**src/rtl/pipe_rx_lane_packer.sv**
```systemverilog
// rtl/pipe_rx_lane_packer.sv - per-lane PIPE Rx beat packer into 32-bit words
module pipe_rx_lane_packer #(
    parameter int LANES          = 1,
    parameter int GEN1_PIPEWIDTH = 8,
    parameter int GEN2_PIPEWIDTH = 16,
    parameter int GEN3_PIPEWIDTH = 32,
    parameter int GEN4_PIPEWIDTH = 8,
    parameter int GEN5_PIPEWIDTH = 8
) (
    input  logic                  clk,
    input  logic                  reset,
    input  logic [2:0]            GEN,
    input  logic [LANES-1:0]      RxValid,
    input  logic [LANES-1:0]      RxStartBlock,
    input  logic [3*LANES-1:0]    RxStatus,
    input  logic [2*LANES-1:0]    RxSyncHeader,
    input  logic [LANES-1:0]      RxElectricalIdle,
    input  logic [32*LANES-1:0]   RxData,
    input  logic [4*LANES-1:0]    RxDataK,
    output logic [32*LANES-1:0]   PIPEData,
    output logic [4*LANES-1:0]    PIPEDataK,
    output logic [LANES-1:0]      PIPEDataValid,
    output logic [LANES-1:0]      PIPEBlockStart,
    output logic [2*LANES-1:0]    PIPESyncHeader,
    output logic [LANES-1:0]      PIPEError,
    output logic [LANES-1:0]      PIPEElectricalIdle,
    output logic [5:0]            PIPEWIDTH
);

    typedef enum logic {S_EIDLE = 1'b0, S_ACTIVE = 1'b1} state_t;

    function automatic logic [5:0] gen_width(input logic [2:0] g);
        case (g)
            3'd1:    return 6'(GEN1_PIPEWIDTH);
            3'd2:    return 6'(GEN2_PIPEWIDTH);
            3'd3:    return 6'(GEN3_PIPEWIDTH);
            3'd4:    return 6'(GEN4_PIPEWIDTH);
            3'd5:    return 6'(GEN5_PIPEWIDTH);
            default: return 6'd0;
        endcase
    endfunction

    function automatic logic [2:0] gen_bytes(input logic [2:0] g);
        case (g)
            3'd1:    return 3'(GEN1_PIPEWIDTH / 8);
            3'd2:    return 3'(GEN2_PIPEWIDTH / 8);
            3'd3:    return 3'(GEN3_PIPEWIDTH / 8);
            3'd4:    return 3'(GEN4_PIPEWIDTH / 8);
            3'd5:    return 3'(GEN5_PIPEWIDTH / 8);
            default: return 3'd0;
        endcase
    endfunction

    logic [2:0] gen_q;
    logic [2:0] nbytes;
    logic       gen_chg;
    logic       gen_ok;
    logic       k_kill;

    always_ff @(posedge clk) begin
        if (reset) begin
            gen_q <= 3'd0;
        end else begin
            gen_q <= GEN;
        end
    end

    assign nbytes    = gen_bytes(gen_q);
    assign gen_chg   = (GEN != gen_q);
    assign gen_ok    = !gen_chg && (nbytes != 3'd0);
    // 128b/130b generations carry no K symbols
    assign k_kill    = (gen_q >= 3'd3);
    assign PIPEWIDTH = gen_width(gen_q);

    for (genvar l = 0; l < LANES; l++) begin : g_lane
        logic [31:0] lane_data;
        logic [3:0]  lane_k;
        logic [2:0]  lane_status;
        logic        lane_eidle;
        logic        lane_start;

        state_t      state_q, state_d;
        logic [1:0]  cnt_q, cnt_d;
        logic [31:0] acc_q, acc_d;
        logic [3:0]  kacc_q, kacc_d;
        logic        bs_pend_q, bs_pend_d;
        logic [31:0] data_q, data_d;
        logic [3:0]  datak_q, datak_d;
        logic        valid_q, valid_d;
        logic        bstart_q, bstart_d;
        logic [1:0]  sync_q, sync_d;
        logic        err_q, err_d;
        logic        eidle_q;

        logic        leaving, live, accept, beat_err, misalign, complete;
        logic [1:0]  base;
        logic [2:0]  sum;
        logic [1:0]  src;

        assign lane_data   = RxData[l*32 +: 32];
        assign lane_k      = RxDataK[l*4 +: 4];
        assign lane_status = RxStatus[l*3 +: 3];
        assign lane_eidle  = RxElectricalIdle[l];
        assign lane_start  = RxStartBlock[l];

        always_ff @(posedge clk) begin
            if (reset) begin
                state_q <= S_EIDLE;
            end else begin
                state_q <= state_d;
            end
        end

        always_comb begin
            state_d = state_q;
            case (state_q)
                S_EIDLE:  if (!lane_eidle) state_d = S_ACTIVE;
                S_ACTIVE: if (lane_eidle)  state_d = S_EIDLE;
                default:  state_d = S_EIDLE;
            endcase
        end

        assign leaving  = (state_q == S_ACTIVE) && lane_eidle;
        assign live     = (state_q == S_ACTIVE) && !lane_eidle;
        assign accept   = live && RxValid[l] && (lane_status == 3'd0) && gen_ok;
        assign beat_err = live && RxValid[l] && (lane_status != 3'd0) && !gen_chg;
        assign misalign = accept && lane_start && (cnt_q != 2'd0);
        // a block start always begins a fresh word, misaligned or not
        assign base     = (accept && lane_start) ? 2'd0 : cnt_q;
        assign sum      = {1'b0, base} + nbytes;
        assign complete = accept && (sum == 3'd4);

        always_comb begin
            acc_d     = acc_q;
            kacc_d    = kacc_q;
            cnt_d     = cnt_q;
            bs_pend_d = bs_pend_q;
            sync_d    = sync_q;
            src       = 2'd0;
            for (int b = 0; b < 4; b++) begin
                src = 2'(b) - base;
                if (accept && (3'(b) >= {1'b0, base}) && (3'(b) < sum)) begin
                    acc_d[b*8 +: 8] = lane_data[{src, 3'b000} +: 8];
                    kacc_d[b]       = lane_k[src];
                end
            end
            if (leaving || gen_chg || beat_err) begin
                cnt_d     = 2'd0;
                bs_pend_d = 1'b0;
            end else if (accept) begin
                cnt_d     = sum[1:0];
                bs_pend_d = complete ? 1'b0 : (lane_start || bs_pend_q);
                if (lane_start) sync_d = RxSyncHeader[l*2 +: 2];
            end
        end

        always_comb begin
            valid_d  = complete;
            err_d    = beat_err || misalign;
            data_d   = complete ? acc_d : data_q;
            datak_d  = complete ? (k_kill ? 4'd0 : kacc_d) : datak_q;
            bstart_d = complete ? (bs_pend_q || lane_start) : bstart_q;
        end

        always_ff @(posedge clk) begin
            if (reset) begin
                cnt_q     <= 2'd0;
                acc_q     <= 32'd0;
                kacc_q    <= 4'd0;
                bs_pend_q <= 1'b0;
                data_q    <= 32'd0;
                datak_q   <= 4'd0;
                valid_q   <= 1'b0;
                bstart_q  <= 1'b0;
                sync_q    <= 2'd0;
                err_q     <= 1'b0;
                eidle_q   <= 1'b0;
            end else begin
                cnt_q     <= cnt_d;
                acc_q     <= acc_d;
                kacc_q    <= kacc_d;
                bs_pend_q <= bs_pend_d;
                data_q    <= data_d;
                datak_q   <= datak_d;
                valid_q   <= valid_d;
                bstart_q  <= bstart_d;
                sync_q    <= sync_d;
                err_q     <= err_d;
                eidle_q   <= lane_eidle;
            end
        end

        assign PIPEData[l*32 +: 32]     = data_q;
        assign PIPEDataK[l*4 +: 4]      = datak_q;
        assign PIPEDataValid[l]         = valid_q;
        assign PIPEBlockStart[l]        = bstart_q;
        assign PIPESyncHeader[l*2 +: 2] = sync_q;
        assign PIPEError[l]             = err_q;
        assign PIPEElectricalIdle[l]    = eidle_q;
    end

endmodule

```
**config.mk**
```make
export PLATFORM = sky130hd
export DESIGN_NAME = pipe_rx_lane_packer
export DESIGN_NICKNAME = d
export VERILOG_FILES = /design/src/rtl/pipe_rx_lane_packer.sv
export SDC_FILE = /design/constraint.sdc
export NUM_CORES = 1
export LEC_CHECK = 0
export ABC_AREA = 1
export CAP_MARGIN = 30
export CORE_MARGIN = 2
export CORE_UTILIZATION = 45
export CTS_BUF_LIST = sky130_fd_sc_hd__clkbuf_4 sky130_fd_sc_hd__clkbuf_8
export DETAILED_ROUTE_END_ITERATION = 8
export GPL_TIMING_DRIVEN = 1
export MAX_ROUTING_LAYER = met4
export PLACE_DENSITY = 0.72
export SKIP_CTS_REPAIR_TIMING = 1
export SYNTH_ARGS = -nofsm -noshare
export SYNTH_HDL_FRONTEND = slang
export SYNTH_SLANG_ARGS = --single-unit
```
**constraint.sdc**
```tcl
create_clock -name clk -period 8.35 [get_ports clk]
set_input_delay 1.2525 -clock clk [delete_from_list [all_inputs] [get_ports clk]]
set_output_delay 1.2525 -clock clk [all_outputs]
set_load 0.02 [all_outputs]
```
### Word level (Yosys, flattened, before mapping)

Index checks and enable logic that the tools add are counted.

* $add $sub $neg: 5
* $lt $le $gt $ge: 12
* equality and inequality tests: 7
* shifts and indexed selects: 4
* multiplexer cells: 22
* bitwise logic cells: 1
* reductions and logical operators: 31

Operator list (count)
* variable part select 32 x 6 -> 8 bit: 4
* two-way mux 8 bit: 4
* logical AND 1 bit: 18
* case mux 6 bit (3 select lines): 1
* less-than comparator 2 x 3 -> 1 bit (second input constant): 4
* two-way mux 1 bit: 10
* == test 3 bit (second input constant): 3
* case mux 3 bit (3 select lines): 1
* binary-select mux 1 bit (select 2 bit): 4
* == test 3 x 2 -> 1 bit (second input constant): 2
* less-than comparator 1 x 3 -> 1 bit (first input constant): 2
* less-than comparator 2 x 3 -> 1 bit (first input constant): 2
* nonzero test 3 bit: 2
* >= comparator 1 x 2 -> 1 bit (first input constant): 2
* logical OR 1 bit: 4
* two-way mux 4 bit: 1
* subtractor 1 x 2 -> 2 bit (first input constant): 2
* subtractor 2 bit (first input constant): 2
* adder 2 x 3 -> 3 bit: 1
* == test 3 x 1 -> 1 bit (second input constant): 1
* >= comparator 3 x 2 -> 1 bit (second input constant): 1
* zero test 3 bit: 1
* inequality test 3 bit: 1
* AND reduction 3 bit: 1
* 7 further kinds: 8

* register bits after elaboration: 85
* input port bits: 49
* output and inout port bits: 48

### Longest topological paths before layout

Gate-level depths: netlist (run 1).

* depth in word-level cells: 13
* depth in mapped cells: 24
* depth with buffers taken out: 22

### Worst setup path before layout (run 1)

OpenSTA, ideal clock, no wires.

* path kind: input port to flip-flop
* from: in RxStatus[2]
* to: reg g_lane[0].data_q[10], in the netlist PIPEData[10]
* setup time: 0.113 ns
* arrival: 3.563 ns
* slack: 4.674 ns
* cell stages on the path: 22
* path through: nor2_1 -> nand2_1 -> nor2_1 -> nand2_2 -> inv_1 -> nand3_2 -> nand2_2 -> buf_6 -> inv_1 -> ha_1 -> inv_1 -> fa_1 -> xnor2_2 -> inv_2 -> nand2_4 -> inv_4 -> nand2_4 -> inv_4 -> buf_12 -> buf_8 -> o211ai_2 -> inv_2

* longest elaborated chain between the ends: 9
* elaborated cells between the ends (all ways): 15
* those cells by class: add/sub: 2; order compare: 2; eq/ne: 1; shift: 1; mux: 2; reduce/logical: 7

Ends and longest elaborated chain
* from (decl): line 15 `input logic [3*LANES-1:0] RxStatus,`
* zero test 3 bit *: line 125 `assign accept = live && RxValid[l] && (lane_status == 3'd0) && gen_ok;`
* logical AND 1 bit * (2 in a row): line 125
* branches (longest 6 deep; another with subtractor 1 x 2 -> 2 bit)
* to (signal assigned): line 183 `data_q <= data_d;`
* to (decl): line 87 `logic [31:0] data_q, data_d;`

Mark *: on every way between the ends.
A chain may end at the register's enable or synchronous reset.

### Worst setup path after layout (run 1)

* from: in RxElectricalIdle
* to: reg g_lane[0].data_q[17], in the netlist PIPEData[17]

* longest elaborated chain between the ends: 11
* elaborated cells between the ends (all ways): 17
* those cells by class: add/sub: 2; order compare: 2; eq/ne: 1; shift: 1; mux: 2; reduce/logical: 9

Ends and longest elaborated chain
* from (decl): line 17 `input logic [LANES-1:0] RxElectricalIdle,`
* zero test 1 bit *: line 124 `assign live = (state_q == S_ACTIVE) && !lane_eidle;`
* logical AND 1 bit *: line 124
* logical AND 1 bit * (3 in a row): line 125
* branches (longest 6 deep; another with subtractor 2 bit)

Marked as above.

==> out/qor.txt, run 1 <==
status: complete, no violations
RSZ-0062 raised after global routing: false
CP max FO: 39
DRT iter0 DRCs: 335
post-synth design cell area: 4392 µm²
Setup WS pre-CTS: 2270 ps
H-tree depth: 3
Die Wd: 102.8 µm
Core Area: 9639 µm²
fillers: 934
n_diodes: 0
share of cells above drive strength 1: 9.503%
Hold Crit Depth: 2
port bufs: 93
first-pass GRT wire length: 19.62 mm
CP Launch Type: primary input
fmax: 173.4 MHz
top cell type's share of synthesized area: 38.29%
Remaining Overflow, GRT: 0
vias post-DR: 4,324
pin count of the biggest net entering global routing: 67
Worst EP arrival: 6030 ps
largest family of logic cells by synthesized area: simple AND/OR/NAND/NOR gates
wire per inst: 15.10 µm
Critical Path Sink Type: register
leading area contributor after synthesis: dfxtp_1
Max Root-Sink Buffers: 2
Clock Tree Root: clkbuf_8
minimum clock period: 5767 ps
adder-cell share of the synthesized area: 1.311%
Req. time, crit path: 8610 ps
initial antenna violation count: 0
Slew Viols, Final: 0
setup violators final: 0
Mean Syn Cell Area: 7.247 µm²
CTS sink count: 84
Peak VDD IR: 0.09245 mV
Slew @ Worst Pin: 809.3 ps
Leakage: 2.419 nW
mux cell area share after synthesis: 0%
post-route ant nets: 0
Synth cell types: 36
R2R depth: 18
DRT Wirelength: 12.34 mm
Post-synth EDFFs: 0
Clock Latency Late Sink: 360 ps
CTS tree: built
top_reg_cell synth: dfxtp_1
final hold vios: 0
flops & latches, synth: 84
Worst-path clk slew: 90 ps
Initial Util: 45.56%
Post-Syn Instances: 606
top cells by area, synth: dfxtp_1, nand3_1, nand2_1
die area: 10,570 µm²
post-synthesis simple-gate area fraction: 35.38%
fin nets: 732
Syn. warnings: 0
Final period util: 69.06%
drt first pass iters: 5
GRT Util Overall: 24.68%
Worst Path Class, Setup: primary input to register
Synth Area in XOR/XNOR: 0.7692%
via/cell ratio: 5.293
Die Ht: 102.8 µm
P per Cell Area: 141.5 nW/µm²
area delta synth->final: 24.24%
Compound-Gate Fraction of Synth Area: 11.85%
DP HPWL: 8.804 mm
normalized max-slew margin: 45.98%
class of the worst hold path: register to register
Layout Skew: 13.04 ps
via count of the first global-routing pass: 3,961
Async SR Flop Fraction: 0%
post-synthesis sequential area ratio: 38.29%
# Max-Cap Violations: 0
Num CTS Buffers: 9
FP Rows: 36
drt drc: 0
gpl congestion: 0.8899
Final TNS setup: 0 ps
hold_ws: 480.0 ps
# IOs: 97
Worst Setup Slack, final: 2583 ps
==> cells by family (layout without fill, tap and decap cells) <==
| family | count (synthesis) | in the layout |
|---|---|---|
| AND/OR/NAND/NOR | 328 | 328 |
| flip-flops | 84 | 84 |
| XOR/XNOR | 3 | 3 |
| other | 1 | 3 |
| AO/OA/AOI/OAI | 78 | 78 |
| buffers and inverters | 108 | 184 |
| adder cells (fa/ha/maj) | 4 | 4 |
==> worst max-delay path, cell delays in order <==
cell,delay [ps]
clkdlybuf4s50_1,460
inv_2,80
nand3_1,90
nor2_1,200
nand2_2,140
inv_1,90
nand3_2,610
nand2_2,850
inv_1,180
ha_1,220
inv_1,80
fa_1,410
inv_1,90
nand2_2,90
a21oi_2,510
inv_1,290
nand2_1,150
nand3_1,90
nand2_1,90
inv_1,40
==> worst paths after layout <==
check / from / to / slack, ps
worst max-delay path: RxElectricalIdle / PIPEData[17] / 2580
worst min-delay path: g_lane[0].acc_q[0] / g_lane[0].acc_q[0] / 480
worst max register to register: gen_q[2] / PIPEData[17] / 3610
worst min register to register: g_lane[0].acc_q[0] / g_lane[0].acc_q[0] / 480
==> power by group <==
group | internal [mW] | total (mW) | switching (mW) | leakage, nW
logic | 0.0307 | 0.0650 | 0.0343 | 1.64
registers | 0.402 | 0.403 | 0.00152 | 0.678
clock network | 0.144 | 0.304 | 0.160 | 0.0969
total | 0.577 | 0.772 | 0.195 | 2.42
==> sequential cells by signal, summed over array words and instances (netlist names) <==
| register | flops |
|---|---|
| g_lane.kacc_q | 4 |
| PIPEDataK | 4 |
| gen_q | 3 |
| PIPEDataValid | 1 |
| PIPESyncHeader | 2 |
| PIPEData | 32 |
| g_lane.acc_q | 31 |
| PIPEError | 1 |
| g_lane.state_q | 1 |
| g_lane.bs_pend_q | 1 |
| PIPEBlockStart | 1 |
| g_lane.cnt_q | 2 |
| PIPEElectricalIdle | 1 |
==> metrics by stage <==
stage                     std cells  cell area (µm²)  total power, mW  utilization (%)
final                           817             5456           0.7719            56.61
after global routing            817             5456           0.8021            56.61
after CTS                       817             5456           0.7790            56.61
after detailed placement        801             5254           0.4764            54.50
after global placement          801             5254           0.4764            54.50
after floorplan                 608             4399           0.4411                -
==> cell usage after synthesis, types with 3 or more instances <==
| cell type | number |
|---|---|
| nand2_1 | 134 |
| nand3_2 | 10 |
| nand2_4 | 3 |
| nor2_1 | 20 |
| buf_1 | 4 |
| a21oi_1 | 32 |
| buf_6 | 8 |
| inv_1 | 56 |
| o21a_1 | 28 |
| buf_2 | 6 |
| buf_4 | 5 |
| nand3_1 | 149 |
| o211ai_2 | 7 |
| o21ai_1 | 3 |
| clkbuf_1 | 10 |
| o21ai_0 | 6 |
| dfxtp_1 | 84 |
| nand2_2 | 6 |
| ha_1 | 3 |
| inv_2 | 12 |
==> layout by cell type (no fill, tap or decap), types with 3 or more instances in the layout <==
cell               n
nand3_1          149
o21a_1            28
ha_1               3
nand2_4            3
nand2_1          134
o211ai_2           7
inv_1             56
inv_2             12
o21ai_0            6
dfxtp_1           84
conb_1             3
buf_4              3
a21oi_1           32
nand3_2           10
nor2_1            20
clkbuf_8           9
clkdlybuf4s50_1   93
o21ai_1            3
nand2_2            6
==> layer usage <==
metal  share of wire [%]  wire length, µm  track usage (%)
met5                   0                0                -
met2                  46             5697            39.01
met4                 1.1              136            5.668
met3                 6.3              773            3.593
met1                  46             5732            33.63
==> area by class of cell <==
type	count	area (µm²)	share of cell area [%]
multi-input combinational	416	2177	39.90
tap	133	166.4	3.050
clock inverter	6	71.32	1.307
timing repair buffer	96	953.4	17.47
inverter	72	275.3	5.045
clock buffer	10	131.4	2.408
sequential	84	1682	30.82
Note: power is estimated with default switching activity, not from simulation.
==> inputs of run 2 (changes only) <==
Clock period 8.35 ns to 5.5 ns, I/O delays scaled along.
==> run 2 against run 1 <==
Net effect: die area stayed put; routed wire length down 0.34%; critical path depth fell by 4; sequential share of layout area down 0.25 points; sequential power up 52%; global-route usage grew 0.19 points; highest routed layer unchanged.
==> out/qor.txt, run 2 (same netlist as run 1, synthesis figures left out) <==
class of the worst hold path: register to register
commonest cells after routing, fill and taps aside: nand3_1, nand2_1, clkdlybuf4s50_1
die area: 10,570 µm² (unchanged)
via/cell ratio: 5.327 (+0.66%)
first-pass GRT wire length: 19.74 mm (+0.63%)
# Max-Cap Violations: 0 (unchanged)
Critical Path Sink Type: register
met3 usage: 4.881% (+1.3 points)
gpl congestion: 0.8785 (-1.3%)
H-tree depth: 3 (unchanged)
DP HPWL: 8.890 mm (+0.97%)
Clock Latency Late Sink: 360 ps (about the same)
Remaining Overflow, GRT: 0 (unchanged)
Leakage: 2.444 nW (+1.0%)
Worst-path clk slew: 90 ps (about the same)
Die Wd: 102.8 µm (unchanged)
Slew @ Worst Pin: 747.5 ps (-61.84 ps)
most common cell after layout, fill and taps aside: nand3_1
max incr delay on CP: 610 ps (-240 ps)
FP Rows: 36 (unchanged)
normalized max-slew margin: 50.17% (+4.2 points)
drt drc: 0 (unchanged)
drt first pass iters: 5 (unchanged)
CTS sink count: 84 (unchanged)
area delta synth->final: 25.24%
status: complete, no violations
Worst EP arrival: 4380 ps (-1650 ps)
fmax: 245.6 MHz
Die Ht: 102.8 µm (unchanged)
max reg flops: 32 (unchanged)
hold_ws: 476.8 ps (-3.233 ps)
GRT Util Overall: 24.87% (+0.19 points)
Worst Path Class, Setup: primary input to register
CTS tree: built
P per Cell Area: 223.0 nW/µm² (+58%)
wire per inst: 15.02 µm (-0.58%)
initial antenna violation count: 0 (unchanged)
minimum clock period: 4071 ps
n_diodes: 0 (unchanged)
Peak VDD IR: 0.1467 mV (+59%)
vias post-DR: 4,363 (+0.90%)
# IOs: 97 (unchanged)
Core Area: 9639 µm² (unchanged)
Layout Skew: 10.67 ps (-2.363 ps)
met2 usage: 37.91% (-1.1 points)
DRT iter0 DRCs: 303 (-9.6%)
Cell Count, Final, Fillers Out: 819 (+0.24%)
Final period util: 74.02%
CP Launch Type: primary input
Final TNS setup: 0 ps (unchanged)
via count of the first global-routing pass: 4,051 (+2.3%)
share of cells above drive strength 1: 9.767% (+0.26 points)
Slew Viols, Final: 0 (unchanged)
area post-placement: 5269 µm² (+0.29%)
GR Layer Usage met1: 32.59% (-1.0 points)
RSZ-0062 raised after global routing: false
setup violators final: 0 (unchanged)
placed insts: 803 (+0.25%)
crit-path cells: clkdlybuf4s50_1, inv_2, nand3_1, nor2_1, nand2_2, inv_1, nand3_2, nand2_2, buf_4, ha_1, clkinv_1, nand3_1, nand3_1, nand3_1, nand2_1, inv_1
fin nets: 734 (+0.27%)
Num CTS Buffers: 9 (unchanged)
Max Root-Sink Buffers: 2 (unchanged)
final hold vios: 0 (unchanged)
Initial Util: 45.56% (unchanged)
Crit path top cell by count: nand3_1
Req. time, crit path: 5810 ps (-2800 ps)
pin count of the biggest net entering global routing: 67 (unchanged)
CP max stage cell: ha_1
post-route design area: 5500 µm² (+0.80%)
Clock Tree Root: clkbuf_8
port bufs: 93 (unchanged)
CP max FO: 38 (-2.6%)
post-route ant nets: 0 (unchanged)
DRT Wirelength: 12.30 mm (-0.34%)
most used routing layer in global routing: met2
-- run 2: cell count changes in the layout (fill, tap and decap cells not counted), sizes merged --
cell / change
bufinv: +1
clkinv: -1
inv: +1
clkinvlp: -1
buf: +2
-- run 2: worst paths after layout --
path	startpoint	slack [ps]	cells past startpoint	endpoint
min	g_lane[0].acc_q[18]	480	2	g_lane[0].acc_q[18]
min reg2reg	g_lane[0].acc_q[18]	480	2	g_lane[0].acc_q[18]
max	RxElectricalIdle	1430	16	PIPEData[16]
max reg2reg	gen_q[2]	1960	20	PIPEData[31]
-- run 2: worst max-delay path: cells and delay by family --
family / cells / cell delay [ps]
adders and majority gates: 1 / 610
and+or+nand+nor: 9 / 1310
buffers and inverters: 6 / 1630
-- run 2: metrics by stage --
| step | util, % | setup WS (ps) | power, mW |
|---|---|---|---|
| floorplan | - | 2252 | 0.6697 |
| global placement | 54.66 | 1230 | 0.7231 |
| detailed placement | 54.66 | 1107 | 0.7241 |
| CTS | 57.06 | 1493 | 1.235 |
| global route | 57.06 | 1044 | 1.276 |
| finish | 57.06 | 1429 | 1.227 |
-- run 2: area by class of cell --
class	count	area, µm²
clock buffers	10	137.6
clock inverters	6	93.84
fillers	965	4139
inverters	72	275.3
multi-input cells	416	2177
flip-flops and latches	84	1682
well taps	133	166.4
repair buffers	98	968.4
-- run 2: where the power goes --
| group | leakage, nW | internal (mW) | switching (mW) | total (mW) |
|---|---|---|---|---|
| clock | 0.114 | 0.273 | 0.243 | 0.516 |
| sequential | 0.678 | 0.610 | 0.00239 | 0.612 |
| combinational | 1.65 | 0.0467 | 0.0520 | 0.0987 |
-- run 2: per-layer routing --
layer	vias to the layer above	wire, µm
met5	-	0
met2	182	5576
met4	0	325
met1	2028	5469
met3	27	928
li1	2126	-
